**src/rtl/button_conditioner.sv**
```systemverilog
// Push-button front end: per-channel 2-FF synchronizer, counter debouncer and press-pulse generator.
// Define BTN_COND_HOLD_EN to build the per-channel long-press hold counters; otherwise hold_flag is tied low.
module button_conditioner #(
    parameter int N_BTN           = 3,
    parameter int DEBOUNCE_CYCLES = 1_000_000,
    parameter int HOLD_CYCLES     = 100_000_000
) (
    input  logic             clk,
    input  logic             rstn,
    input  logic [N_BTN-1:0] btn_raw,
    output logic [N_BTN-1:0] btn_db,
    output logic [N_BTN-1:0] press_pulse,
    output logic [N_BTN-1:0] hold_flag
);

    localparam int CNT_W = $clog2(DEBOUNCE_CYCLES);
    localparam logic [CNT_W-1:0] CNT_LAST = CNT_W'(DEBOUNCE_CYCLES - 1);

    // The counter width only covers 0..DEBOUNCE_CYCLES-1, so tiny values would break it.
    if (DEBOUNCE_CYCLES < 2) begin : g_bad_debounce
        $error("button_conditioner: DEBOUNCE_CYCLES must be >= 2");
    end
    if (HOLD_CYCLES < 1) begin : g_bad_hold
        $error("button_conditioner: HOLD_CYCLES must be >= 1");
    end

    genvar gi;
    for (gi = 0; gi < N_BTN; gi++) begin : g_ch
        logic             sync1_q;
        logic             sync2_q;
        logic             db_q;
        logic             db_d;
        logic             pulse_q;
        logic             pulse_d;
        logic [CNT_W-1:0] cnt_q;
        logic [CNT_W-1:0] cnt_d;

        // A level is accepted only after DEBOUNCE_CYCLES consecutive disagreeing samples.
        always_comb begin
            db_d  = db_q;
            cnt_d = '0;
            if (sync2_q != db_q) begin
                if (cnt_q == CNT_LAST) begin
                    db_d = sync2_q;
                end else begin
                    cnt_d = cnt_q + CNT_W'(1);
                end
            end
            pulse_d = db_q & ~db_d;
        end

        always_ff @(posedge clk or negedge rstn) begin
            if (!rstn) begin
                sync1_q <= 1'b1;
                sync2_q <= 1'b1;
                db_q    <= 1'b1;
                cnt_q   <= '0;
                pulse_q <= 1'b0;
            end else begin
                sync1_q <= btn_raw[gi];
                sync2_q <= sync1_q;
                db_q    <= db_d;
                cnt_q   <= cnt_d;
                pulse_q <= pulse_d;
            end
        end

        assign btn_db[gi]      = db_q;
        assign press_pulse[gi] = pulse_q;

`ifdef BTN_COND_HOLD_EN
        localparam int HOLD_W = $clog2(HOLD_CYCLES + 1);
        localparam logic [HOLD_W-1:0] HOLD_MAX = HOLD_W'(HOLD_CYCLES);

        logic [HOLD_W-1:0] hold_cnt_q;
        logic [HOLD_W-1:0] hold_cnt_d;
        logic              hold_q;
        logic              hold_d;

        // Count is based on the current level so the flag rises HOLD_CYCLES edges after the fall,
        // while the flag itself looks at the next level so it drops on the release edge.
        always_comb begin
            hold_cnt_d = '0;
            if (!db_q) begin
                hold_cnt_d = (hold_cnt_q == HOLD_MAX) ? hold_cnt_q : hold_cnt_q + HOLD_W'(1);
            end
            hold_d = ~db_d & (hold_cnt_d == HOLD_MAX);
        end

        always_ff @(posedge clk or negedge rstn) begin
            if (!rstn) begin
                hold_cnt_q <= '0;
                hold_q     <= 1'b0;
            end else begin
                hold_cnt_q <= hold_cnt_d;
                hold_q     <= hold_d;
            end
        end

        assign hold_flag[gi] = hold_q;
`else
        assign hold_flag[gi] = 1'b0;
`endif
    end

endmodule

```
**config.mk**
```make
export PLATFORM = sky130hd
export DESIGN_NAME = button_conditioner
export DESIGN_NICKNAME = d
export VERILOG_FILES = /design/src/rtl/button_conditioner.sv
export SDC_FILE = /design/constraint.sdc
export NUM_CORES = 1
export LEC_CHECK = 0
export ABC_AREA = 1
export CORE_MARGIN = 3
export CORE_UTILIZATION = 50
export CTS_CLUSTER_DIAMETER = 60
export CTS_CLUSTER_SIZE = 12
export DETAILED_ROUTE_END_ITERATION = 8
export PLACE_DENSITY = 0.67
export SLEW_MARGIN = 20
export SYNTH_ARGS = -nofsm -noshare
export SYNTH_HDL_FRONTEND = slang
export SYNTH_SLANG_ARGS = --single-unit
export TNS_END_PERCENT = 1
```
**constraint.sdc**
```tcl
create_clock -name clk -period 1.4 [get_ports clk]
set_input_delay 0.28 -clock clk [delete_from_list [all_inputs] [get_ports clk]]
set_output_delay 0.28 -clock clk [all_outputs]
set_load 0.03 [all_outputs]
```
; ---- After elaboration in Yosys (flattened, before gate mapping)
; Cells that the tools add are included.
; W data, S select, Z words.
[totals]
register_bits = 72
input_bits = 5
out_inout_bits = 9
[op_classes]
n_bitwise = 6
n_eq_ne = 6
muxes = 12
add_sub_neg = 3
[ops]
columns = operator, count
row1 = $mux W20, 6
row2 = $add A20 B1 Y20 const B, 3
row3 = $eq A20 B20 Y1 const B, 3
row4 = $mux W1, 6
row5 = $and A1 B1 Y1, 3
row6 = $ne A1 B1 Y1, 3
row7 = $not A1 Y1, 3

; ---- Logic depth before layout (Yosys ltp)
; Gate-level depths: netlist of run 1.
[logic_depth]
depth_word = 5
mapped_depth = 9
mapped_depth_nobuf = 9

; ---- Least setup slack after synthesis of run 1
; No wires, ideal clock.
[synth_path]
kind = reg-to-reg
from = register g_ch[1].cnt_q[0]
to = register g_ch[1].cnt_q[18]
synth_period_minus_slack_ns = 1.278
setup_ns = 0.120
arrival_time_ns = 1.159
t_required_ns = 1.280
path_buffers = 0
stages_incl_launch_ff = 7
slack_ns = 0.122
path_cell_list = dfrtp_1 ha_1 nand3_2 nor2_2 nand3_2 nand2_2 nor2_1
[synth_between]
elab_chain_len = 3
word_cells_on_any_way = 4
cone_classes = 1 x add/sub / 1 x eq/ne / 2 x mux
[synth_lines]
columns = element, line_no
row1 = "start, declared", 35  ; logic [CNT_W-1:0] cnt_q;
row2 = "start signal, assigned", 63  ; cnt_q <= cnt_d;
row3 = $add A20 B1 Y20 or $eq A20 B20 Y1 (tied branches), "46, 43"
row4 = $mux W20 (*), 43  ; if (cnt_q == CNT_LAST) begin
row5 = $mux W20 (*), 42  ; if (sync2_q != db_q) begin
row6 = named net g_ch[1].cnt_d[18], 36  ; logic [CNT_W-1:0] cnt_d;
; The timed path passes the listed nets; every way through them passes the cells marked *.

; ---- Worst setup path after layout of run 1
[layout_path]
from = register g_ch[0].db_q
to = output port btn_db[0]
[layout_rtl]
columns = element, line_no
row1 = "start, declared", 31  ; logic db_q;
row2 = "start signal, assigned", 56  ; db_q <= 1'b1;
row3 = "start signal, assigned", 62  ; db_q <= db_d;
row4 = "end, declared", 11  ; output logic [N_BTN-1:0] btn_db,
; No word-level cell between the ends.

==> impl_metrics.csv, run 1 <==
group,metric,value,unit
sta,skew,0.0134,ns
critical_path,required,1.12,ns
die,die_w,94.5,microns
global_route,grt_pass1_vias,2942,
flow_run,maxCapViolCount,0,
sta,slew_violations,0,
die,die-area,8940,sq um
sta,min_period,1.36,ns
sta,finalWorstSetupSlack,0.0445,ns
placed_design,pre_cts_ws,-0.00315,ns
synth,synthCells,489,
final_layout,fin_cells,623,
die,pin_count,14,
critical_path,start_kind,"flip-flop",
cts,clk_pin_slew,0.09,ns
die,std_cell_rows,31,
sta,final-hold-violation-count,0,
placed_design,place_inst,601,
cts,root_buffer,"clkbuf_8",
synth,synth_seq_area_share,46.2,%
pwr,seqPwrFrac,51.7,%
critical_path,cpPeakStageDelay,0.58,ns
global_route,overflow,0,
synth,synth_area_leaders,"dfrtp_1 40%, nor2_1 11%, nand2_1 7.5%",
cts,cts_tree,"yes",
critical_path,cp_top_family,"flip-flops",
critical_path,path_class,"flip-flop to output port",
route,vias,3084,
pwr,combPwrFrac,4.7,%
final_layout,seq_area,1820,sq um
die,die_height,94.5,microns
final_layout,area_delta_synth_final,17.2,%
pwr,p_leak,2.00,nW
cts,htree_levels,3,
route,drtAntennaViolNets,0,
die,core,7450,sq um
pwr,internal-power,0.00320,W
critical_path,crit_chain,"buf_6",
run_status,status,"completed",
critical_path,worstPathMaxFanout,3,
placed_design,routabilityCongestion,0.937,
final_layout,drive_above_1_share,19.8,%
synth,yosys_warnings,0,
synth,synth_seq_cells,72,
global_route,antenna_found_initial,0,
min_path,hold_class,"input port to flip-flop",
synth,yosys.area.top_type,"dfrtp_1",
global_route,grt_pass1_wl,13.0,mm
sta,report.final.setup_viol,0,
cts,cts_buffers,9,
critical_path,crit_cells,1,
route,drc_errors,0,
critical_path,worstRegToRegCells,8,
cts,clock_latency,0.35,ns
final_layout,antenna_cells,0,
route,dr.pass1.iters,4,
global_route,track_usage,18.6,%
route,drt-total-wl,7.59,mm
pwr,p_sw,0.000952,W
route,vias_per_cell,4.95,
global_route,grt_max_degree,47,
synth,synth_cell_types,27,
synth,syn_area_per_cell,8.02,sq um
placed_design,port_buffers,10,
sta,rsz0062_at_grt,"yes",
min_path,min_delay_path_depth,1,
synth,synth_top_cell_area_share,40.2,%
sta,fin_crit_sh,96.8,%
placed_design,dpl.hpwl,5.60,mm
die,initial_core_util,52.6,%
final_layout,multi_input_area,1990,sq um
pwr,vdd.ir_drop.worst,0.000530,V
final_layout,final_common_cell,"nor2_1",
critical_path,cp-end-kind,"output port",
route,drtIter0Drc,142,
pwr,p_per_area,903,nW/um^2
critical_path,worst_ep_arrival_time,1.08,ns
sta,setup_tns,0,ns
sta,hold-worst-slack,0.333,ns
final_layout,nFillCells,667,
final_layout,fin_nets,527,
cts,numClockSinks,72,
sta,clock.fmax,738,MHz
critical_path,critPathBufInv,1,
synth,synth_area,3920,sq um
cts,clockBufferDepth,2,
pwr,clkPwrFrac,43.6,%
critical_path,cpMaxStageDelayCell,"dfstp_2",
route,wl_per_cell,12.2,microns
final_layout,layout_common_cells,"115 x nor2_1, 77 x nand2_1, 61 x dfrtp_1",
pwr,p_sw_share,23.0,%
[power groups by stage]
stage / combinational (W) / sequential (W) / clock (W)
after floorplan: 0.0000894 / 0.00217 / 0
after global placement: 0.000170 / 0.00218 / 0
after detailed placement: 0.000173 / 0.00218 / 0
final: 0.000193 / 0.00215 / 0.00181
after global routing: 0.000219 / 0.00215 / 0.00194
after CTS: 0.000176 / 0.00214 / 0.00185
[cell families after synthesis]
family                     Yosys count  synth area share, %
AOI/OAI and AO/OA                   21                 2.87
and+or+nand+nor                    299                 35.6
DFF                                 72                 46.2
other                                1               0.0957
buffers and inverters               61                 6.70
xor gates and xnor gates            32                 7.53
adders and majority gates            3                0.958
[worst paths after layout]
path                                               endpoint  slack (ns)                        from
worst min register to register    g_ch[0].sync2_q$_DFF_PN1_        0.36   g_ch[0].sync1_q$_DFF_PN1_
worst max-delay path                              btn_db[0]        0.04      g_ch[0].db_q$_DFF_PN1_
max in group asynchronous         g_ch[1].sync2_q$_DFF_PN1_        0.66                        rstn
worst min-delay path              g_ch[2].sync1_q$_DFF_PN1_        0.33                  btn_raw[2]
worst max register to register  g_ch[0].cnt_q[18]$_DFF_PN0_        0.06  g_ch[0].cnt_q[0]$_DFF_PN0_
min in group asynchronous       g_ch[2].cnt_q[14]$_DFF_PN0_        0.42                        rstn
[state kept, by name, indices dropped and copies added, names as in the netlist]
register and count:
g_ch.sync2_q 3, g_ch.db_q 3, g_ch.cnt_q 60, g_ch.sync1_q 3, g_ch.pulse_q 3
[routing by layer]
layer  up-vias  global-route usage [%]  part of all wire, %
li1       1585                       -                    -
met5         -                       0                    0
met3        11                    3.03                  3.3
met2        51                    29.1                   46
met1      1437                    25.3                   49
met4         0                    8.65                  1.7
[through the flow]
step                      total power [W]  instance area [sq um]  util, %
after floorplan                   0.00226                   3930        -
after global placement            0.00235                   4170     56.0
after detailed placement          0.00235                   4170     56.0
after CTS                         0.00417                   4410     59.2
after global routing              0.00431                   4590     61.7
final                             0.00415                   4590     61.7
[synth_stat cells]
cell	number
nor2_1	120
nand2_1	78
dfrtp_1	63
inv_1	49
nand3_1	42
xor2_1	19
nor3_1	11
xnor2_1	11
a21oi_1	10
nand2_2	10
nand4_1	10
nor2_2	10
buf_4	9
dfstp_2	9
nor2_4	8
nand3_2	5
o21ai_0	4
o21ai_1	4
ha_1	3
inv_2	3
o21bai_1	3
nand2_4	2
xor2_2	2
conb_1	1
nand3_4	1
nand3b_1	1
nand3b_2	1
[what timing repair did]
action,4_1_cts,5_1_grt
buffers inserted,0,5
hold buffers,1,0
pin swaps,0,8
endpoints found under the setup margin,4,46
endpoints found under the hold margin,63,0
gates resized for setup,4,34
[final cells by class]
cell class | instances | area share, %
Timing Repair Buffer | 26 | 5.42
Inverter | 52 | 4.25
Clock inverter | 7 | 2.10
Sequential cell | 72 | 39.5
Multi-Input combinational cell | 358 | 43.3
Clock buffer | 9 | 2.70
Tap cell | 99 | 2.70
Note: power is estimated with default switching activity, not from simulation.
==> inputs of run 2 (changes only) <==
CAP_MARGIN = 20   (was default)
==> results of run 2 <==
The final DEF is identical to that of run 1; final timing and power are the same.
==> inputs of run 3 (changes only) <==
SLEW_MARGIN = 15   (was 20)
clock period = 1.6 ns   (was 1.4 ns; I/O delays follow)
==> run 3 against run 2 <==
Compared with the run above: critical path type is now flip-flop to flip-flop; largest power group unchanged; clock power hardly changed; core utilization is 2.6 points lower; highest routed layer unchanged; flip-flop and latch count stayed put; via count is 0.16% higher; worst setup slack better by 0.095 ns.
==> impl_metrics.csv, run 3 (synthesized netlist as in run 1, its figures left out) <==
group,metric,value,unit
placed_design,pre_cts_ws,0.0912,ns
die,die_height,94.5,microns
critical_path,worst_ep_arrival_time,1.70,ns
final_layout,fin_nets,521,
placed_design,post_dp_cell_area,4160,sq um
die,initial_core_util,52.6,%
cts,clock_latency,0.35,ns
route,vias,3089,
global_route,track_usage,18.9,%
min_path,hold_class,"flip-flop to flip-flop",
route,vias_per_cell,5.01,
die,die_w,94.5,microns
die,die-area,8940,sq um
route,drt-total-wl,7.60,mm
critical_path,worstPathMaxFanout,9,
critical_path,path_class,"flip-flop to flip-flop",
pwr,vdd.ir_drop.worst,0.000766,V
final_layout,largest_register_ffs,60,
cts,cts_setup_buffers,0,
pwr,p_leak,1.98,nW
die,core,7450,sq um
sta,skew,0.00868,ns
route,drtIter0Drc,132,
route,drc_errors,0,
final_layout,drive_above_1_share,15.4,%
sta,fin_crit_sh,91.3,%
global_route,overflow,0,
cts,htree_levels,3,
sta,finalWorstSetupSlack,0.140,ns
final_layout,layout_common_cells,"120 x nor2_1, 78 x nand2_1, 63 x dfrtp_1",
route,drtAntennaViolNets,0,
critical_path,cp-end-kind,"flip-flop",
route,wl_per_cell,12.3,microns
cts,cts_buffers,9,
die,std_cell_rows,31,
cts,clockBufferDepth,2,
critical_path,start_kind,"flip-flop",
sta,slew_violations,0,
global_route,grt_max_degree,33,
final_layout,area_delta_synth_final,12.3,%
sta,final-hold-violation-count,0,
placed_design,dpl.hpwl,5.64,mm
cts,clk_pin_slew,0.08,ns
sta,min_period,1.46,ns
flow_run,maxCapViolCount,0,
global_route,grt_pass1_wl,13.4,mm
global_route,grt_pass1_vias,3007,
sta,setup_tns,0,ns
placed_design,port_buffers,10,
critical_path,required,1.84,ns
placed_design,routabilityCongestion,0.947,
pwr,p_per_area,864,nW/um^2
cts,cts_tree,"yes",
pwr,power,0.00380,W
final_layout,antenna_cells,0,
run_status,status,"completed",
final_layout,design_area,4400,sq um
cts,root_buffer,"clkbuf_8",
sta,clock.fmax,685,MHz
final_layout,nFillCells,685,
route,dr.pass1.iters,5,
sta,rsz0062_at_grt,"no",
sta,hold-worst-slack,0.358,ns
global_route,antenna_found_initial,0,
die,pin_count,14,
sta,report.final.setup_viol,0,
final_layout,final_common_cell,"nor2_1",
final_layout,top_register,"g_ch.cnt_q",
cts,numClockSinks,72,
[run 3: critical path, stage by stage, from the launching register on]
cell and delay [ns]:
dfrtp_1 0.37, ha_1 0.21, nand3_2 0.13, nor2_2 0.15, nand3_2 0.21, nand2_2 0.21
nor2_1 0.07
[run 3: repair_timing]
action,in CTS,in global routing
gates resized for setup,9,3
setup endpoints to repair,6,3
endpoints found under the hold margin,20,0
hold buffers,1,0
pin swaps,0,0
[run 3: area by class of cell]
| class | count | area (sq um) | area share (%) |
|---|---|---|---|
| Inverter | 52 | 195 | 4.43 |
| Multi-Input combinational cell | 358 | 1850 | 42.1 |
| Clock inverter | 7 | 125 | 2.84 |
| Sequential cell | 72 | 1810 | 41.2 |
| Timing Repair Buffer | 20 | 169 | 3.84 |
| Tap cell | 99 | 124 | 2.81 |
| Clock buffer | 9 | 124 | 2.81 |
[run 3: routing by layer]
metal  global-route usage [%]  vias to the layer above  wire (microns)
li1                         -                     1579               -
met1                     25.3                     1436            3700
met2                     29.8                       60            3480
met3                     4.22                       14             268
met4                     7.69                        0             147
met5                        0                        -               0
[run 3: path summary, 6_finish.rpt]
path | start | to | slack [ns] | cells after the start
setup / recovery | g_ch[1].cnt_q[0]$_DFF_PN0_ | g_ch[1].cnt_q[9]$_DFF_PN0_ | 0.14 | 6
min in group asynchronous | rstn | g_ch[0].cnt_q[4]$_DFF_PN0_ | 0.41 | 2
setup reg to reg | g_ch[1].cnt_q[0]$_DFF_PN0_ | g_ch[1].cnt_q[9]$_DFF_PN0_ | 0.14 | 6
max in group asynchronous | rstn | g_ch[0].sync1_q$_DFF_PN1_ | 0.63 | 3
hold / removal | g_ch[2].sync1_q$_DFF_PN1_ | g_ch[2].sync2_q$_DFF_PN1_ | 0.36 | 0
hold reg to reg | g_ch[2].sync1_q$_DFF_PN1_ | g_ch[2].sync2_q$_DFF_PN1_ | 0.36 | 0
[run 3: where the power goes]
group / internal [W] / switching, W
registers: 0.00185 / 0.0000195
clock network: 0.00105 / 0.000729
logic: 0.0000483 / 0.0000991
[run 3: through the flow]
step	instances	utilization, %
6_report	617	59.1
3_5_place_dp	600	55.9
2_1_floorplan	491	-
5_1_grt	617	59.1
3_3_place_gp	600	55.9
4_1_cts	617	59.3
